**src/rtl/wb_arbiter.sv**
```systemverilog
// Writeback arbiter: buffers ALU/memory/multiplier register writes in per-source FIFOs
// and drains them onto a single register-file write port (fixed priority + starvation override).
module wb_arbiter #(
  parameter int DATA_W     = 32,
  parameter int ADDR_W     = 5,
  parameter int FIFO_DEPTH = 2,
  parameter int STARVE_MAX = 4
) (
  input  logic              clock_i,
  input  logic              reset_i,
  input  logic              flush_i,
  input  logic              alu_valid_i,
  output logic              alu_ready_o,
  input  logic [ADDR_W-1:0] alu_addr_i,
  input  logic [DATA_W-1:0] alu_data_i,
  input  logic              mem_valid_i,
  output logic              mem_ready_o,
  input  logic [ADDR_W-1:0] mem_addr_i,
  input  logic [DATA_W-1:0] mem_data_i,
  input  logic              mul_valid_i,
  output logic              mul_ready_o,
  input  logic [ADDR_W-1:0] mul_addr_i,
  input  logic [DATA_W-1:0] mul_data_i,
  output logic              writeEn_o,
  output logic [ADDR_W-1:0] dest_addr_o,
  output logic [DATA_W-1:0] writeVal_o
);

  localparam int NSRC = 3;
  localparam int PW   = $clog2(FIFO_DEPTH);
  localparam int SW   = $clog2(STARVE_MAX + 1);
  localparam int EW   = ADDR_W + DATA_W;

  // Source index 0 = mem, 1 = alu, 2 = mul, so lower index means higher priority.
  logic [NSRC-1:0] src_valid;
  logic [NSRC-1:0] src_ready;
  logic [NSRC-1:0] nonempty;
  logic [NSRC-1:0] starved;
  logic [NSRC-1:0] grant;
  logic [EW-1:0]   src_entry [NSRC];
  logic [EW-1:0]   head      [NSRC];
  logic [EW-1:0]   sel_entry;

  logic              write_en_q, write_en_d;
  logic [ADDR_W-1:0] dest_q, dest_d;
  logic [DATA_W-1:0] val_q, val_d;

  assign src_valid    = {mul_valid_i, alu_valid_i, mem_valid_i};
  assign src_entry[0] = {mem_addr_i, mem_data_i};
  assign src_entry[1] = {alu_addr_i, alu_data_i};
  assign src_entry[2] = {mul_addr_i, mul_data_i};

  assign mem_ready_o = src_ready[0];
  assign alu_ready_o = src_ready[1];
  assign mul_ready_o = src_ready[2];

  genvar gi;
  generate
    for (gi = 0; gi < NSRC; gi++) begin : g_src
      logic [EW-1:0] fifo_q [FIFO_DEPTH];
      logic [PW-1:0] rd_ptr_q;
      logic [PW-1:0] wr_ptr_q;
      logic [PW:0]   count_q;
      logic [SW-1:0] starve_q;
      logic          push;
      logic          pop;

      // Ready depends only on registered occupancy, never on this cycle's pop.
      assign src_ready[gi] = reset_i && (count_q < (PW+1)'(FIFO_DEPTH));
      assign nonempty[gi]  = (count_q != '0);
      assign starved[gi]   = nonempty[gi] && (starve_q == SW'(STARVE_MAX));
      assign head[gi]      = fifo_q[rd_ptr_q];
      assign push          = src_valid[gi] && src_ready[gi] && !flush_i;
      assign pop           = grant[gi] && !flush_i;

      always_ff @(posedge clock_i) begin
        if (push) begin
          fifo_q[wr_ptr_q] <= src_entry[gi];
        end
      end

      always_ff @(posedge clock_i) begin
        if (!reset_i || flush_i) begin
          rd_ptr_q <= '0;
          wr_ptr_q <= '0;
          count_q  <= '0;
          starve_q <= '0;
        end else begin
          if (push) wr_ptr_q <= wr_ptr_q + PW'(1);
          if (pop)  rd_ptr_q <= rd_ptr_q + PW'(1);
          case ({push, pop})
            2'b10:   count_q <= count_q + (PW+1)'(1);
            2'b01:   count_q <= count_q - (PW+1)'(1);
            default: count_q <= count_q;
          endcase
          if (!nonempty[gi] || grant[gi]) begin
            starve_q <= '0;
          end else if (starve_q != SW'(STARVE_MAX)) begin
            starve_q <= starve_q + SW'(1);
          end
        end
      end
    end
  endgenerate

  always_comb begin
    grant = '0;
    if      (starved[0])  grant = 3'b001;
    else if (starved[1])  grant = 3'b010;
    else if (starved[2])  grant = 3'b100;
    else if (nonempty[0]) grant = 3'b001;
    else if (nonempty[1]) grant = 3'b010;
    else if (nonempty[2]) grant = 3'b100;
  end

  always_comb begin
    sel_entry = head[0];
    if (grant[1]) sel_entry = head[1];
    if (grant[2]) sel_entry = head[2];
  end

  // Address/data hold their last value while idle; only writeEn drops.
  always_comb begin
    write_en_d = 1'b0;
    dest_d     = dest_q;
    val_d      = val_q;
    if ((grant != '0) && !flush_i) begin
      write_en_d      = 1'b1;
      {dest_d, val_d} = sel_entry;
    end
  end

  always_ff @(posedge clock_i) begin
    if (!reset_i) begin
      write_en_q <= 1'b0;
      dest_q     <= '0;
      val_q      <= '0;
    end else begin
      write_en_q <= write_en_d;
      dest_q     <= dest_d;
      val_q      <= val_d;
    end
  end

  assign writeEn_o   = write_en_q;
  assign dest_addr_o = dest_q;
  assign writeVal_o  = val_q;

endmodule

```
**config.mk**
```make
export PLATFORM = sky130hd
export DESIGN_NAME = wb_arbiter
export DESIGN_NICKNAME = d
export VERILOG_FILES = /design/src/rtl/wb_arbiter.sv
export SDC_FILE = /design/constraint.sdc
export NUM_CORES = 1
export LEC_CHECK = 0
export CORE_MARGIN = 2
export CORE_UTILIZATION = 57
export CTS_CLUSTER_DIAMETER = 200
export DETAILED_ROUTE_END_ITERATION = 8
export DONT_BUFFER_PORTS = 1
export PLACE_DENSITY = 0.79
export SLEW_MARGIN = 0
export SYNTH_ARGS = -nofsm -noshare
export SYNTH_HDL_FRONTEND = slang
export SYNTH_SLANG_ARGS = --single-unit
```
**constraint.sdc**
```tcl
create_clock -name clock_i -period 3.1 [get_ports clock_i]
set_input_delay 0.62 -clock clock_i [delete_from_list [all_inputs] [get_ports clock_i]]
set_output_delay 0.62 -clock clock_i [all_outputs]
set_load 0.01 [all_outputs]
```
### Yosys cells after proc, flatten, opt, wreduce, memory -nomap -nowiden

Memories as Yosys holds them, arrays and structs flattened. A register that Yosys moved wholly into a read port is not among the register bits.
Cells that the tools add are included.

| storage, ports and cells | value |
|---|---|
| register bits | 59 |
| RAM bits | 222 |
| input port bits | 117 |
| memories kept | 3 |

| cells by class | value |
|---|---|
| $add $sub $neg | 15 |
| magnitude comparators | 3 |
| equality and inequality tests | 12 |
| mux-type cells | 24 |
| reduce and logical (&&, ||, !) cells | 35 |

Memories:

| name | depth | width | rd ports | clocked after memory_dff | wr ports | line | text |
|---|---|---|---|---|---|---|---|
| g_src[0].fifo_q | 2 | 37 | 1 | 1 | 1 | 60 | `logic [EW-1:0] fifo_q [FIFO_DEPTH];` |
| g_src[1].fifo_q | 2 | 37 | 1 | 1 | 1 | 60 |  |
| g_src[2].fifo_q | 2 | 37 | 1 | 1 | 1 | 60 |  |

Operators by type and width:

| kind | number |
|---|---|
| 37-bit 2-to-1 mux | 2 |
| 3-bit 2-to-1 mux | 6 |
| 1-bit logical AND | 16 |
| 1-bit 2-to-1 mux | 13 |
| 2-bit one-hot mux with 2 select lines | 3 |
| 2-bit nonzero test | 6 |
| 3-bit by 1-bit adder with 3-bit output, second input constant | 3 |
| 3-bit equality test, second input constant | 3 |
| 3-bit inequality test, second input constant | 3 |
| 1-bit adder, second input constant | 6 |
| 2-bit by 1-bit adder with 2-bit output, second input constant | 3 |
| 2-bit by 1-bit equality test with 1-bit output, second input constant | 3 |
| 2-bit equality test, second input constant | 3 |
| 2-bit < comparator, second input constant | 3 |
| 2-bit OR reduction | 3 |
| 2-bit by 1-bit subtractor with 2-bit output, second input constant | 3 |
| 1-bit logical NOT | 5 |
| 1-bit logical OR | 4 |
| 3-bit nonzero test | 1 |

### Logic depth before layout (Yosys ltp)

Gate-level depths: netlist of run 1.

| depth | value |
|---|---|
| depth in word-level cells | 10 |
| mapped depth | 10 |
| depth with buffers taken out | 9 |

### Worst setup path after synthesis of run 1

OpenSTA, ideal clock, no wires.

| timing path | value |
|---|---|
| path type | input port to flip-flop |
| start | input port reset_i |
| end | memory g_src[0].fifo_q[0][0] (netlist bit) (enable) |
| data arrival time | 2,617 ps |
| data required time | 2,669 ps |
| slack | 52 ps |
| stages | 3 |
| cells stage by stage | nor2b_1 -> nand2_1 -> nor2_1 |

| between the ends | value |
|---|---|
| longest elaborated chain between the ends | 5 |

Ends and longest elaborated chain:

| element | line | text |
|---|---|---|
| start, declared | 10 | `input logic reset_i,` |
| 1-bit logical AND | 69 | `assign src_ready[gi] = reset_i && (count_q < (PW+1)'(FIFO_DEPTH));` |
| 1-bit logical AND (2 in a row) | 73 | `assign push = src_valid[gi] && src_ready[gi] && !flush_i;` |
| 1-bit 2-to-1 mux | 77 | `if (push) begin` |
| 1-bit 2-to-1 mux (implied by the code) | 78 | `fifo_q[wr_ptr_q] <= src_entry[gi];` |
| end, declared | 60 |  |

Every way passes these cells.

### Worst setup path in the final report of run 1

| timing path | value |
|---|---|
| start | register g_src[0].starve_q[0] |
| end | register val_q[18], in the netlist writeVal_o[18] |

| between the ends | value |
|---|---|
| longest elaborated chain between the ends | 5 |
| elaborated cells on any way between the ends | 7 |
| those cells by class | 1 x eq/ne; 3 x mux; 3 x reduce/logical |

Ends and longest elaborated chain:

| element | line | text |
|---|---|---|
| start, declared | 64 | `logic [SW-1:0] starve_q;` |
| start signal, assigned | 99 | `starve_q <= starve_q + SW'(1);` |
| 3-bit equality test (*) | 71 | `assign starved[gi] = nonempty[gi] && (starve_q == SW'(STARVE_MAX));` |
| 1-bit logical AND (*) | 71 |  |
| 3-bit 2-to-1 mux (*) | 108 | `if (starved[0]) grant = 3'b001;` |
| 37-bit 2-to-1 mux or 3-bit nonzero test (tied branches) | 118, 127 |  |
| 37-bit 2-to-1 mux or 1-bit logical AND (tied branches) | 119, 127 |  |
| end signal, assigned | 141 | `val_q <= val_d;` |
| end, declared | 46 | `logic [DATA_W-1:0] val_q, val_d;` |

Mark *: on every way between the ends. The rest lies on a longest branch, timed or not.
A chain may end at the register's enable or synchronous reset.

==> results of run 1 <==
==> layout make-up <==
type                       count  area, um2  share of cell area
antenna                        1       2.50            0.000202
sequential                   284       7910               0.639
inverter                       7       26.3             0.00212
clock buffer                  38        820              0.0661
multi-input combinational    377       3050               0.246
tap                          265        332              0.0268
timing repair buffer          16        170              0.0137
clock inverter                14       81.3             0.00656
==> metal layers <==
metal / track usage / up-vias / part of all wire
li1: - / 2881 / -
met1: 0.268 / 3185 / 0.36
met2: 0.400 / 288 / 0.51
met3: 0.0884 / 54 / 0.10
met4: 0.0810 / 0 / 0.028
met5: 0 / - / 0
==> worst max-delay path: stages (launching register included) <==
cell and delay, ns:
dfxtp_1 0.37, inv_1 0.06, ha_1 0.27, o211ai_4 0.16, a32o_2 0.76, buf_4 0.35
a221oi_1 0.12, o31ai_1 0.33
==> registers in the layout (all words and copies together), names as in the netlist, named ones only <==
| name | cells |
|---|---|
| g_src.fifo_q | 222 |
| writeVal_o | 32 |
| g_src.starve_q | 9 |
| g_src.count_q | 6 |
| dest_addr_o | 5 |
| g_src.rd_ptr_q | 3 |
| g_src.wr_ptr_q | 3 |
| writeEn_o | 1 |
==> through the flow <==
step	hold slack, ns	setup WS [ns]	util	cell area (um2)	std cells
final	0.179	0.578	0.641	12400	1002
after floorplan	0.449	0.0518	-	11200	722
after CTS	0.167	0.580	0.641	12400	1001
after detailed placement	0.488	0.641	0.594	11500	949
after global routing	0.157	0.434	0.641	12400	1001
after global placement	0.459	0.718	0.594	11500	949
==> kinds of logic after synthesis <==
| family | Yosys count | synth area share |
|---|---|---|
| flip-flops | 284 | 0.707 |
| AO/OA/AOI/OAI | 178 | 0.136 |
| AND/OR/NAND/NOR | 132 | 0.0679 |
| buffers and inverters | 61 | 0.0235 |
| multiplexers | 45 | 0.0452 |
| XOR/XNOR | 13 | 0.0102 |
| adder cells (fa/ha/maj) | 9 | 0.0101 |
==> power breakdown <==
group          internal [mW]  leakage [nW]  switching, mW
Combinational         0.0981         0.913          0.166
Sequential              4.20          2.52         0.0637
Clock                   1.85         0.449           1.36
==> layout by cell type, fill, tap and decap left out, types with 7 or more instances in the layout <==
cell type    n
nor2b_1     74
o31ai_1     30
dfxtp_1     59
a32oi_1     30
mux2_2      44
xnor2_1      9
nand2_1      9
inv_1        7
edfxtp_1   222
o221ai_1     7
buf_4       12
a211oi_1     7
ha_1         9
nor2_1      17
a221oi_1    30
clkbuf_16   29
a2111oi_0   37
a21oi_1     11
clkinv_2     9
a2111oi_2    7
==> how the worst max path moves through the flow <==
stage / cells after the start / end / slack, ns
2_1_floorplan: 3 / g_src[0].fifo_q[0][0] / 0.05
3_3_place_gp: 4 / g_src[2].fifo_q[0][36] / 0.72
3_5_place_dp: 4 / g_src[2].fifo_q[0][16] / 0.64
4_1_cts: 7 / writeVal_o[18] / 0.58
5_1_grt: 8 / g_src[2].count_q[1] / 0.43
6_report: 7 / writeVal_o[18] / 0.58
==> synth_stat cells (2+ instances only) <==
cell type,number
edfxtp_1,222
nor2b_1,74
dfxtp_1,62
mux2_2,44
clkbuf_1,40
a2111oi_0,37
a221oi_1,30
a32oi_1,30
o31ai_1,30
nor2_1,22
a21oi_1,11
buf_2,9
ha_1,9
nand2_1,9
xnor2_1,9
a2111oi_2,7
a211oi_1,7
inv_1,7
o221ai_1,7
o21ai_0,6
or3_1,5
nand2b_1,4
nor3_1,4
xor2_1,4
and3_1,3
nor4_1,3
buf_4,2
buf_6,2
nand3b_1,2
o2111ai_1,2
o211a_1,2
o211ai_1,2
or2_2,2
==> out/qor.csv, run 1 <==
metric,value,unit
RR Endpoint,writeVal_o[18],
share of layout cells above drive strength 1,0.183,
maximum vdd drop,0.511,mV
crit share post-route,0.814,
Die Width,144,um
CTS Hold Buffers Added,0,
Setup Crit Path Kind,flip-flop to flip-flop,
clk_skew,0.0129,ns
final setup vio count,0,
leakage,3.88,nW
worst min-delay path class,input pin to flip-flop,
post-cts sizing count,0,
Power Density,625,nW/um2
clk sinks,284,
startpoint types,flip-flop,
DRT Wirelength,24100,um
critical path required time,3.53,ns
TNS Setup,0,ns
Global Route Usage Sum,0.233,
Final min period,2.52,ns
first-pass GRT wire length,36600,um
CP startpoint,g_src[0].starve_q[0],
GR Overflow Total,0,
clock buffer count from CTS,28,
postcts setup bufs,0,
Fin. Hold Viols,0,
synthesized flop and latch total,284,
Vias per Instance,6.40,
Layout area overhead,10.8,%
flop-to-flop setup slack,0.58,ns
Crit. End Element,flip-flop,
RD Place Congestion,0.842,
max cap viols,0,
H-tree levels,1,
hpwl dp,15800,um
die area,20800,um2
FF-to-FF path depth,7,
Tot Pwr,7.74,mW
dominant cell type by area after synthesis,edfxtp_1,
largest net degree at the start of global routing,60,
initial antenna violation count,0,
DRC viols,0,
Worst Tran Pin Value,1.03,ns
Worst-Skew Late Latency,0.53,ns
post-DR wirelength/cell,24.1,um
Max Clock Freq,397,MHz
hold path start,mul_data_i[20],
net count after synthesis,848,
Slew Limit Fails,0,
Reg-to-Reg Start,g_src[0].starve_q[0],
initial drt markers,488,
hold path endpoint,g_src[2].fifo_q[0][20],
count of cell types in the netlist,46,
CP max FO,26,
DIE HEIGHT,144,um
syn avg cell area,15.5,um2
drt pass-1 iters,5,
ys flop type,edfxtp_1,
outcome,"complete, no violations",
synthesized area,11200,um2
Core Area,19300,um2
CTS tree,done,
I/O pin count,158,
IO buf count,0,
hold depth,0,
Rel. slew slack,0.313,
unrepaired setup endpoints after global routing,no,
nets,840,
Arrival @ worst endpoint,2.96,ns
number of global-route vias before repair,6613,
Area contributors post-synth,"edfxtp_1 (60%), dfxtp_1 (11%), mux2_2 (4.4%), nor2b_1 (4.1%), a2111oi_0 (2.9%)",
number of fill cells,1328,
Synth top area share,0.596,
post-route ant nets,0,
Gate Count Post-Synth,722,
Yosys Warn Count,0,
row cnt,51,
"FFs w/ async S/R, synth",0,
register area share after synthesis,0.707,
Post-synth EDFFs,222,
CTS Buffer Depth,3,
vias,6408,
clock-pin slew on the worst setup and hold paths,0.06,ns
Initial Utilization,0.578,
clk root buf,clkbuf_16,
Note: power is estimated with default switching activity, not from simulation.
==> run 2: changes to the inputs <==
- CORE_UTILIZATION: 57 -> 63
- PLACE_DENSITY: 0.79 -> 0.83
- clock period: 3.1 -> 2.5 ns (I/O delays scaled with it)
==> out/qor.csv, run 2 (synthesis gave the netlist of run 1 again) <==
metric,value,unit,change
DRT Wirelength,24300,um,+0.88%
DIE HEIGHT,137,um,-4.7%
max reg flops,222,,unchanged
drt pass-1 iters,5,,unchanged
die area,18800,um2,-9.3%
CP max FO,14,,-46%
first-pass GRT wire length,36100,um,-1.2%
critical path required time,2.89,ns,-0.64 ns
clk_skew,0.0130,ns,+0.0000800 ns
Net Sw Frac,0.199,,-0.00666
max cap viols,0,,unchanged
H-tree levels,1,,unchanged
clock-pin slew on the worst setup and hold paths,0.06,ns,about the same
Final min period,2.30,ns,-0.219 ns
largest net degree at the start of global routing,57,,-5.0%
Placed Cells,915,,-3.6%
met3 usage,0.0751,,-0.0134
row cnt,48,,-5.9%
post-place setup slack,0.0480,ns,-0.593 ns
initial drt markers,475,,-2.7%
RR Endpoint,dest_addr_o[2],,
CP startpoint,g_src[2].starve_q[0],,
nets,845,,+0.60%
GR Overflow Total,0,,unchanged
final std cells w/o fill,967,,-3.5%
sw power,1.94,mW,+22%
clock buffer count from CTS,27,,-3.6%
maximum vdd drop,0.743,mV,+45%
outcome,"complete, no violations",,
CTS tree,done,,
Global Route Usage Sum,0.259,,+0.0260
Worst Tran Pin Value,0.935,ns,-0.0954 ns
hold path endpoint,g_src[2].fifo_q[0][30],,
hpwl dp,15700,um,-0.55%
Arrival @ worst endpoint,2.70,ns,-0.26 ns
Reg-to-Reg Start,g_src[2].starve_q[0],,
Power Density,783,nW/um2,+25%
final worst-path setup slack,0.197,ns,-0.381 ns
"commonest non-fill, non-tap cell in the layout",edfxtp_1,,
GR peak layer,met2,,
clk root buf,clkbuf_16,,
post-route ant nets,0,,unchanged
RD Place Congestion,0.811,,-3.6%
IO buf count,0,,unchanged
Core Area,17400,um2,-10%
postcts setup bufs,0,,unchanged
crit share post-route,0.921,,+0.108
Area after DPL,11500,um2,+0.28%
hold depth,0,,unchanged
I/O pin count,158,,unchanged
met2 Track Usage GR,0.449,,+0.0491
Setup Crit Path Kind,flip-flop to flip-flop,,
Worst-Skew Late Latency,0.53,ns,about the same
Vias per Instance,6.72,,+5.1%
TNS Setup,0,ns,unchanged
Util after Layout,0.717,,+0.0758
FF-to-FF path depth,7,,unchanged
initial antenna violation count,2,,+2
vias,6501,,+1.5%
Layout area overhead,11.2,%,
final setup vio count,0,,unchanged
Rel. slew slack,0.377,,+0.0636
Crit. End Element,flip-flop,,
met1 GRT Util,0.308,,+0.0400
final instance area,12400,um2,+0.38%
Reg power frac,0.542,,-0.008
Slew Limit Fails,0,,unchanged
leakage,3.92,nW,+0.99%
post-DR wirelength/cell,25.1,um,+4.5%
Fin. Hold Viols,0,,unchanged
DRC viols,0,,unchanged
number of global-route vias before repair,6544,,-1.0%
CTS Buffer Depth,3,,unchanged
hold path start,mul_data_i[30],,
startpoint types,flip-flop,,
Max Clock Freq,434,MHz,+9.5%
share of layout cells above drive strength 1,0.180,,-0.00369
Initial Utilization,0.644,,+0.0659
flop-to-flop setup slack,0.20,ns,-0.38 ns
unrepaired setup endpoints after global routing,no,,
CTS Hold Buffers Added,0,,unchanged
clk sinks,284,,unchanged
Internal,7.80,mW,+27%
Die Width,137,um,-4.7%
combinational share of power,0.035,,about the same
worst min-delay path class,input pin to flip-flop,,
"commonest non-fill, non-tap cells in the layout","edfxtp_1 (222), nor2b_1 (74), dfxtp_1 (59)",,
clock share of power,0.422,,+0.007
most flop-heavy register,g_src.fifo_q,,
[run 2: cell types whose count changed in the layout (fill, tap and decap cells not counted), sizes merged]
cell / before / now
clkbuf: 38 / 41
diode: 1 / 2
clkinv: 12 / 5
buf: 16 / 22
bufinv: 0 / 3
inv: 7 / 8
clkinvlp: 2 / 0
[run 2: power groups by stage]
stage	Sequential (mW)	Clock (mW)	Combinational, mW
floorplan	5.35	0	0.255
global placement	5.37	0	0.324
detailed placement	5.38	0	0.338
CTS	5.28	4.16	0.341
finish	5.28	4.11	0.344
global route	5.29	4.32	0.372
[run 2: stage by stage]
| step | hold WS [ns] | total power [mW] |
|---|---|---|
| global route | 0.0353 | 9.98 |
| floorplan | 0.449 | 5.61 |
| global placement | 0.457 | 5.70 |
| finish | 0.0569 | 9.74 |
| detailed placement | 0.485 | 5.72 |
| CTS | 0.0377 | 9.78 |
[run 2: area by class of cell]
cell class / instances / area [um2]
flip-flops and latches: 284 / 7910
fillers: 1050 / 4920
multi-input cells: 377 / 3060
clock buffers: 41 / 779
well taps: 225 / 282
repair buffers: 22 / 253
clock inverters: 9 / 124
inverters: 7 / 26.3
diodes: 2 / 5.00
[run 2: worst max path at each step]
| stage | to |
|---|---|
| detailed placement | writeVal_o[22] |
| CTS | writeVal_o[22] |
| floorplan | g_src[0].fifo_q[0][0] |
| global placement | writeVal_o[29] |
| finish | dest_addr_o[2] |
| global route | g_src[0].count_q[1] |
[run 2: critical path, cell delays in order (launching register included)]
cell,delay (ns)
dfxtp_1,0.34
inv_1,0.08
ha_1,0.26
o211ai_1,0.23
a32oi_2,0.15
buf_4,0.23
a2111oi_0,0.74
o31ai_1,0.14
[run 2: repair_timing]
item	4_1_cts	5_1_grt
hold endpoints to repair	0	0
gates resized for setup	0	2
setup endpoints to repair	0	23
[run 2: routing by layer]
layer / vias up / part of all wire
met4: 0 / 0.029
met5: - / 0
li1: 2896 / -
met3: 52 / 0.10
met2: 329 / 0.51
met1: 3224 / 0.36
==> run 3: changes to the inputs <==
- MAX_ROUTING_LAYER: unset -> met4
==> out/qor.csv, run 3 (synthesis gave the netlist of run 1 again) <==
metric,value,unit,change
CTS Buffer Depth,3,,unchanged
outcome,"complete, no violations",,
nets,846,,+0.12%
max reg flops,222,,unchanged
share of layout cells above drive strength 1,0.181,,+0.00111
maximum vdd drop,0.746,mV,+0.45%
Reg power frac,0.536,,-0.006
hpwl dp,15600,um,-0.34%
"commonest non-fill, non-tap cell in the layout",edfxtp_1,,
"Slowest-stage cell, CP",a21boi_0,,
combinational share of power,0.035,,about the same
H-tree levels,1,,unchanged
unrepaired setup endpoints after global routing,no,,
CTS tree,done,,
clk_skew,0.0206,ns,+0.00763 ns
clk root buf,clkbuf_16,,
Final min period,2.36,ns,+0.0566 ns
GR peak layer,met2,,
Area after DPL,11500,um2,+0.17%
Reg-to-Reg Start,g_src[1].starve_q[0],,
TNS Setup,0,ns,unchanged
drt pass-1 iters,6,,+1
CTS Hold Buffers Added,0,,unchanged
critical path required time,2.98,ns,+0.09 ns
clock buffer count from CTS,27,,unchanged
Worst Tran Pin Value,0.943,ns,+0.00790 ns
DRT Wirelength,24100,um,-0.95%
final setup vio count,0,,unchanged
first-pass GRT wire length,36700,um,+1.5%
leakage,3.94,nW,+0.51%
IO buf count,0,,unchanged
cell chain of the critical path,"inv_1, ha_1, o211ai_1, a21boi_0, nor3_1, ha_1, or3_1, a21oi_1",,
met2 Track Usage GR,0.445,,-0.00415
Global Route Usage Sum,0.268,,+0.00940
final instance area,12500,um2,+0.36%
most flop-heavy register,g_src.fifo_q,,
row cnt,48,,unchanged
hold depth,0,,unchanged
Vias per Instance,6.66,,-0.86%
Arrival @ worst endpoint,2.84,ns,+0.14 ns
Max Clock Freq,424,MHz,-2.4%
largest net degree at the start of global routing,57,,unchanged
Internal,7.87,mW,+0.90%
crit share post-route,0.944,,+0.0227
initial antenna violation count,1,,-1
hold path start,mem_data_i[10],,
crit-path leading delay family,compound AO/OA/AOI/OAI gates,,
die area,18800,um2,unchanged
startpoint types,flip-flop,,
RD Place Congestion,0.842,,+3.8%
worst min-delay path class,input pin to flip-flop,,
CP Depth,8,,+1
Slew Limit Fails,0,,unchanged
clk sinks,284,,unchanged
sw power,1.97,mW,+1.7%
vias,6445,,-0.86%
Crit path largest cell delay,0.46,ns,-0.28 ns
Setup Crit Path Kind,flip-flop to flip-flop,,
crit-path most repeated cell,ha_1,,
number of fill cells,1014,,-3.4%
post-DR wirelength/cell,24.9,um,-0.95%
Multi-input gate area,3060,um2,unchanged
Layout area overhead,11.6,%,
Net Sw Frac,0.201,,+0.00125
met1 GRT Util,0.313,,+0.00412
Worst-Skew Late Latency,0.54,ns,about the same
DRC viols,0,,unchanged
Fin. Hold Viols,0,,unchanged
CP max FO,5,,-9
Crit. End Element,flip-flop,,
met3 usage,0.0795,,+0.00442
Die Width,137,um,unchanged
FF-to-FF path depth,8,,+1
Rel. slew slack,0.371,,-0.00527
initial drt markers,556,,+17%
clock-pin slew on the worst setup and hold paths,0.07,ns,about the same
worst path bufs/invs,1,,-1
"commonest non-fill, non-tap cells in the layout","edfxtp_1 (222), nor2b_1 (74), dfxtp_1 (59)",,
Core Area,17400,um2,unchanged
Power Density,788,nW/um2,+0.69%
Reg area,7910,um2,unchanged
I/O pin count,158,,unchanged
CP startpoint,g_src[1].starve_q[0],,
max cap viols,0,,unchanged
number of global-route vias before repair,6714,,+2.6%
post-route ant nets,0,,unchanged
clock share of power,0.428,,+0.006
GR Overflow Total,0,,unchanged
Initial Utilization,0.644,,unchanged
DIE HEIGHT,137,um,unchanged
-- run 3: changes by cell type in the layout (fill, tap and decap cells not counted), sizes merged --
cell / delta
clkbuf: -4
bufinv: +1
clkinv: +2
buf: +1
diode: -1
clkinvlp: +1
-- run 3: stage by stage --
stage               utilization  power (mW)  hold WS (ns)  setup WS, ns  instances
floorplan                     -        5.61         0.449         0.173        722
global placement          0.665        5.70         0.456         0.227        916
detailed placement        0.665        5.72         0.480        0.0355        916
CTS                       0.718        9.89        0.0257       0.00951        966
global route              0.719        10.1        0.0207        0.0178        967
finish                    0.719        9.84        0.0457         0.140        967
-- run 3: area by class of cell --
class	instances	area share
clock buffer	37	0.0603
inverter	7	0.00211
tap	225	0.0226
multi-input combinational	377	0.245
antenna	1	0.000200
sequential	284	0.634
clock inverter	13	0.0142
timing repair buffer	23	0.0219
-- run 3: worst register-to-register path, stage by stage, from the launching register on --
cell and delay (ns):
dfxtp_1 0.34, inv_1 0.07, ha_1 0.26, o211ai_1 0.25
a21boi_0 0.46, nor3_1 0.10, ha_1 0.34, or3_1 0.37
a21oi_1 0.14
-- run 3: what timing repair did --
action | in CTS | in global routing
buffers inserted | 0 | 0
resized for setup | 0 | 1
endpoints found under the setup margin | 0 | 32
-- run 3: worst paths after layout --
path,to,slack [ns]
max reg2reg,g_src[0].count_q[1],0.14
min,g_src[0].fifo_q[0][10],0.05
min reg2reg,g_src[2].starve_q[1],0.49
max,g_src[0].count_q[1],0.14
-- run 3: layer usage --
metal / part of all wire / vias up
li1: - / 2902
met1: 0.37 / 3205
met2: 0.51 / 284
met3: 0.092 / 54
met4: 0.029 / 0
met5: 0 / -
-- run 3: power by group through the flow --
| stage | registers, mW | logic [mW] | clock network, mW |
|---|---|---|---|
| floorplan | 5.35 | 0.255 | 0 |
| global placement | 5.37 | 0.330 | 0 |
| detailed placement | 5.38 | 0.343 | 0 |
| CTS | 5.28 | 0.346 | 4.27 |
| global route | 5.28 | 0.376 | 4.45 |
| finish | 5.28 | 0.348 | 4.21 |
